File: config.mk
export PLATFORM = sky130hd
export DESIGN_NAME = time_display
export DESIGN_NICKNAME = d
export VERILOG_FILES = /design/src/rtl/time_display.sv
export SDC_FILE = /design/constraint.sdc
export NUM_CORES = 1
export LEC_CHECK = 0
export CORE_UTILIZATION = 39
export DETAILED_ROUTE_END_ITERATION = 16
export GPL_TIMING_DRIVEN = 0
export HOLD_SLACK_MARGIN = 0.02
export PLACE_DENSITY = 0.68
export SETUP_SLACK_MARGIN = 0.5
export SLEW_MARGIN = 0
export SYNTH_ARGS = -nofsm -noshare
export SYNTH_HDL_FRONTEND = slang
export SYNTH_SLANG_ARGS = --single-unit
File: constraint.sdc
create_clock -name clk -period 3.75 [get_ports clk]
set_clock_uncertainty 0.05 [all_clocks]
set_input_delay 0.75 -clock clk [delete_from_list [all_inputs] [get_ports clk]]
set_output_delay 0.75 -clock clk [all_outputs]
set_load 0.02 [all_outputs]
File: src/rtl/time_display.sv
// Eight-digit multiplexed status display: two time values, wash program and water level.
// Optional build macro TIME_DISPLAY_BLINK_EN blinks the time digits while paused.
module time_display #(
  parameter int SCAN_DIV = 100000
) (
  input  logic       clk,
  input  logic       reset,
  input  logic       clk_sec,
  input  logic       power_led,
  input  logic       start_led,
  input  logic [2:0] model_now,
  input  logic [3:0] water_level,
  input  logic [5:0] time_now,
  input  logic [5:0] time_all,
  output logic [7:0] an,
  output logic [7:0] seg
);

  localparam int DW = (SCAN_DIV > 2) ? $clog2(SCAN_DIV) : 1;

  logic [DW-1:0] div_cnt;
  logic [2:0]    digit_idx;
  logic          wrap;
  logic          power_q;
  logic          load_snap;
  logic [5:0]    snap_all;
  logic [5:0]    snap_now;
  logic [2:0]    snap_model;
  logic [3:0]    snap_water;
  logic [7:0]    next_an;
  logic [7:0]    next_seg;
  logic [7:0]    an_q;
  logic [7:0]    seg_q;

  assign wrap      = (div_cnt == DW'(SCAN_DIV - 1));
  assign load_snap = (wrap && (digit_idx == 3'd7)) || (power_led && !power_q);

  function automatic logic [7:0] seg_code(input logic [3:0] d);
    case (d)
      4'd0:    seg_code = 8'h3F;
      4'd1:    seg_code = 8'h06;
      4'd2:    seg_code = 8'h5B;
      4'd3:    seg_code = 8'h4F;
      4'd4:    seg_code = 8'h66;
      4'd5:    seg_code = 8'h6D;
      4'd6:    seg_code = 8'h7D;
      4'd7:    seg_code = 8'h07;
      4'd8:    seg_code = 8'h7F;
      4'd9:    seg_code = 8'h6F;
      default: seg_code = 8'h00;
    endcase
  endfunction

  always_ff @(posedge clk) begin
    if (reset) begin
      div_cnt   <= '0;
      digit_idx <= 3'd0;
    end else if (wrap) begin
      div_cnt   <= '0;
      digit_idx <= digit_idx + 3'd1;
    end else begin
      div_cnt   <= div_cnt + DW'(1);
    end
  end

  // Frame snapshot: every digit of one scan frame comes from the same sample.
  always_ff @(posedge clk) begin
    if (reset) begin
      power_q    <= 1'b0;
      snap_all   <= 6'd0;
      snap_now   <= 6'd0;
      snap_model <= 3'd0;
      snap_water <= 4'd0;
    end else begin
      power_q <= power_led;
      if (load_snap) begin
        snap_all   <= time_all;
        snap_now   <= time_now;
        snap_model <= model_now;
        snap_water <= water_level;
      end
    end
  end

  // The digit latched at a wrap is the one the index names before it advances.
  always_comb begin
    next_an  = 8'h01 << digit_idx;
    next_seg = 8'h00;
    case (digit_idx)
      3'd7: next_seg = seg_code(4'(snap_all / 6'd10));
      3'd6: next_seg = seg_code(4'(snap_all % 6'd10));
      3'd5: next_seg = seg_code(4'(snap_now / 6'd10));
      3'd4: next_seg = seg_code(4'(snap_now % 6'd10));
      3'd3: next_an  = 8'h00;
      3'd2: next_seg = (snap_model >= 3'd6) ? 8'h40 : seg_code({1'b0, snap_model});
      3'd1: begin
        if (snap_water >= 4'd10) next_seg = seg_code(4'd1);
        else                     next_an  = 8'h00;
      end
      default: next_seg = seg_code((snap_water >= 4'd10) ? (snap_water - 4'd10) : snap_water);
    endcase
  end

  always_ff @(posedge clk) begin
    if (reset || !power_led) begin
      an_q  <= 8'h00;
      seg_q <= 8'h00;
    end else if (wrap) begin
      an_q  <= next_an;
      seg_q <= next_seg;
    end
  end

  assign seg = seg_q;

`ifdef TIME_DISPLAY_BLINK_EN
  logic [2:0] sec_sync;
  logic       blink_phase;
  logic       blank_time;

  // sec_sync[1:0] resynchronise clk_sec; sec_sync[2] only remembers the last level.
  always_ff @(posedge clk) begin
    if (reset) begin
      sec_sync    <= 3'b000;
      blink_phase <= 1'b0;
    end else begin
      sec_sync <= {sec_sync[1:0], clk_sec};
      if (sec_sync[1] && !sec_sync[2]) blink_phase <= ~blink_phase;
    end
  end

  assign blank_time = power_led && !start_led && blink_phase;
  assign an         = blank_time ? {4'h0, an_q[3:0]} : an_q;
`else
  logic [1:0] unused_inputs;
  assign unused_inputs = {clk_sec, start_led};
  assign an            = an_q;
`endif

endmodule

==> results.toml <==
[routing]
routed-via-count = 4352
drtIter0Drc = 278
drtPass1Iterations = 5
drcViolationCount = 0
vias_per_cell = 5.57
wl_per_cell_microns = 15.2
antenna_left = 0
routed_wl_microns = 11900

[yosys]
synthArstFlopShare = 0
yosys-top-cells-count = "79 x nand2_1, 64 x a21oi_1, 62 x dfxtp_1"
synth_top_family_by_area = "compound AO/OA/AOI/OAI gates"
synth_top_area_cell = "dfxtp_1"
yosysWarnings = 0
synth_ff_type = "dfxtp_1"
synth.most_common_cell = "nand2_1"
yosys_register_bits = 62
synth_top_area_frac = 0.274
syn-num-nets = 654
synth_edf_count = 0
synthCells = 589
yosys.area_share.xor_xnor = 0.0387
syn_avg_cell_area_sq_um = 7.69
synth.cell_area_sq_mm = 0.00453
yosysUniqueCellTypes = 74
synth_fa_ha_area_frac = 0.113
yosys.area_share.simple = 0.235
yosys-top-cells-area = "dfxtp_1 27%, ha_1 11%, a21oi_1 7.1%"
synth_compound_area_frac = 0.238
ys_seq_area_frac = 0.274
yosys-mux-area-fraction = 0.0331

[timing]
tightest_slew_ns = 0.677
whs_ns = 0.410
finalCritPeriodShare = 0.813
slew_headroom = 0.546
final-setup-viol-count = 0
fmax_mhz = 328
drv_slew = 0
rsz0062_at_grt = "false"
tns_ns = 0
hold_viol_final = 0
fin_crit_ns = 3.05

[power]
sw_frac_of_total = 0.284
finalPower_mw = 2.00
clock_power_share = 0.467
p_leak_nw = 2.17
ir_worst_vdd_uv = 302
power_frac_seq = 0.348
power_density_mw_per_mm2 = 371
p_int_mw = 1.43
comb_power_share = 0.185
power.switching_mw = 0.567

[floorplanning]
dieArea_sq_mm = 0.0121
core_sq_mm = 0.0111
start_util = 0.409
row_count = 38
die_x_microns = 110
io_pins = 40
fp.dieH_microns = 110

[grt]
gr-usage-all-layers = 0.211
grt_start_max_net_pins = 13
grt_pass1_vias = 4151
grt_pass1_wl_microns = 19900
antenna_found_initial = 0
gr-total-overflow = 0

[clock_tree]
cts_made_buffers = 9
clock_path_buffers = 2
htreeDepth = 3
clkTransAtPathRegs_ns = 0.06
cts_tree = "done"
root_buffer = "clkbuf_16"
clock_sinks = 62
ctsHoldBuffers = 0
insertion_delay_ns = 0.34

[placed_design]
routabilityCongestion = 0.944
dp_hpwl_microns = 8940
portBuffers = 35

[worst_setup_path]
path_cells = "buf_6, nand2b_1, buf_6, nor2_1, a211oi_1, a21o_1, ha_1, buf_1, o21bai_1, a22oi_1, o211ai_1, buf_4, a21o_1, o21a_1, o31ai_2"
r2r_cells = 15
critPathMaxStageDelay_ns = 0.30
startpoint_type = "register"
critPathSlowestCell = "dfxtp_1"
crit_family = "compound AO/OA/AOI/OAI gates"
crit_type = "register to register"
cp-end-kind = "register"
r2r-end = "seg[5]"
crit_arrival_ns = 3.26
reg2reg_from = "snap_all[3]"
required_ns = 3.96
reg2reg_slack_ns = 0.70
cp_num_buf_inv = 4
crit_fanout = 10

[cells_and_area]
area_growth_pct = 19.2
nets = 701
layout-drive-gt1-share = 0.0749
diodes = 0
fill_cells = 1076

[worst_hold_path]
min_path_cells = 1
hp-class = "register to register"
hold_path_startpoint = "div_cnt[0]"
hold_end = "div_cnt[0]"

[outcome]
outcome = "finished, final reports clean"

[job]
maxCapViolCount = 0
[repair_timing]
item / 4_1_cts / 5_1_grt
setup endpoints to repair: 0 / 6
gates resized for setup: 0 / 4
buffers inserted: 0 / 1
[power by group through the flow]
stage / clock (mW) / combinational (mW) / sequential (mW)
floorplan: 0 / 0.265 / 0.706
global placement: 0 / 0.353 / 0.709
detailed placement: 0 / 0.362 / 0.710
CTS: 0.950 / 0.365 / 0.696
global route: 0.974 / 0.414 / 0.698
finish: 0.934 / 0.371 / 0.696
[through the flow]
step / cells / util / worst slack, ns / area, sq um
after floorplan: 589 / - / 1.04 / 4530
after global placement: 764 / 0.457 / 0.530 / 5060
after detailed placement: 764 / 0.457 / 0.574 / 5060
after CTS: 780 / 0.486 / 0.537 / 5390
after global routing: 781 / 0.488 / 0.506 / 5400
final: 781 / 0.488 / 0.701 / 5400
[worst register-to-register path: stages, from the launching register on]
cell and delay (ns):
dfxtp_1 0.30, buf_6 0.12, nand2b_1 0.14, buf_6 0.13
nor2_1 0.21, a211oi_1 0.08, a21o_1 0.18, ha_1 0.17
buf_1 0.22, o21bai_1 0.22, a22oi_1 0.20, o211ai_1 0.12
buf_4 0.17, a21o_1 0.22, o21a_1 0.22, o31ai_2 0.20
[final cells by class]
type | count | area (sq um) | area share
clock inverter | 6 | 92.6 | 0.0171
timing repair buffer | 36 | 358 | 0.0662
inverter | 39 | 146 | 0.0271
clock buffer | 10 | 239 | 0.0442
sequential | 62 | 1240 | 0.230
multi-input combinational | 455 | 2990 | 0.553
buffer | 33 | 161 | 0.0299
tap | 140 | 175 | 0.0324
[cells in the final DEF, fill, tap and decap left out, types with 4 or more instances in the layout]
cell             synthesis  routed
a21o_1                   9       9
buf_2                    7       7
xnor2_1                  8       8
and3_1                   5       5
a211oi_1                 4       4
and3b_1                  4       4
and2_1                   5       5
o21ai_1                  4       4
ha_1                    41      41
o31ai_1                  4       4
nor2_1                  43      43
mux2i_1                 11      11
clkdlybuf4s50_1          0      35
o21a_1                   4       4
nand2b_1                11      11
o21ai_0                 29      29
nand2_1                 79      79
o21bai_1                 4       4
clkbuf_1                20      19
a21oi_1                 64      64
inv_1                   36      36
a22oi_1                  5       5
nor2b_1                  7       6
clkbuf_16                0       9
nand4_1                  8       8
a31oi_1                  6       6
xor2_1                  12      12
nor3b_1                  5       5
nand3_1                 15      15
o211ai_1                 9       9
dfxtp_1                 62      62
nor3_1                   4       4
[cell families (layout without fill, tap and decap cells)]
logic type | Yosys count | count (layout)
flip-flops | 62 | 62
adder cells (fa/ha/maj) | 41 | 41
buffers and inverters | 72 | 124
other | 1 | 1
AND/OR/NAND/NOR | 210 | 210
AO/OA/AOI/OAI | 169 | 169
multiplexers | 14 | 14
XOR/XNOR | 20 | 20
[how the worst max path moves through the flow]
stage / depth (start not counted) / slack (ns) / startpoint / to
floorplan: 14 / 1.04 / snap_all[3] / seg[2]
global placement: 12 / 0.53 / snap_all[4] / seg[3]
detailed placement: 12 / 0.57 / snap_all[4] / seg[3]
CTS: 12 / 0.54 / snap_all[4] / seg[3]
global route: 15 / 0.51 / snap_all[3] / seg[3]
finish: 15 / 0.70 / snap_all[3] / seg[5]
[routing by layer]
metal / up-vias / track usage / part of all wire
met5: - / 0 / 0
met1: 2077 / 0.279 / 0.49
met3: 18 / 0.0356 / 0.033
li1: 2161 / - / -
met2: 96 / 0.350 / 0.46
met4: 0 / 0.0638 / 0.018
No activity file was read; power rests on OpenSTA's default activity.
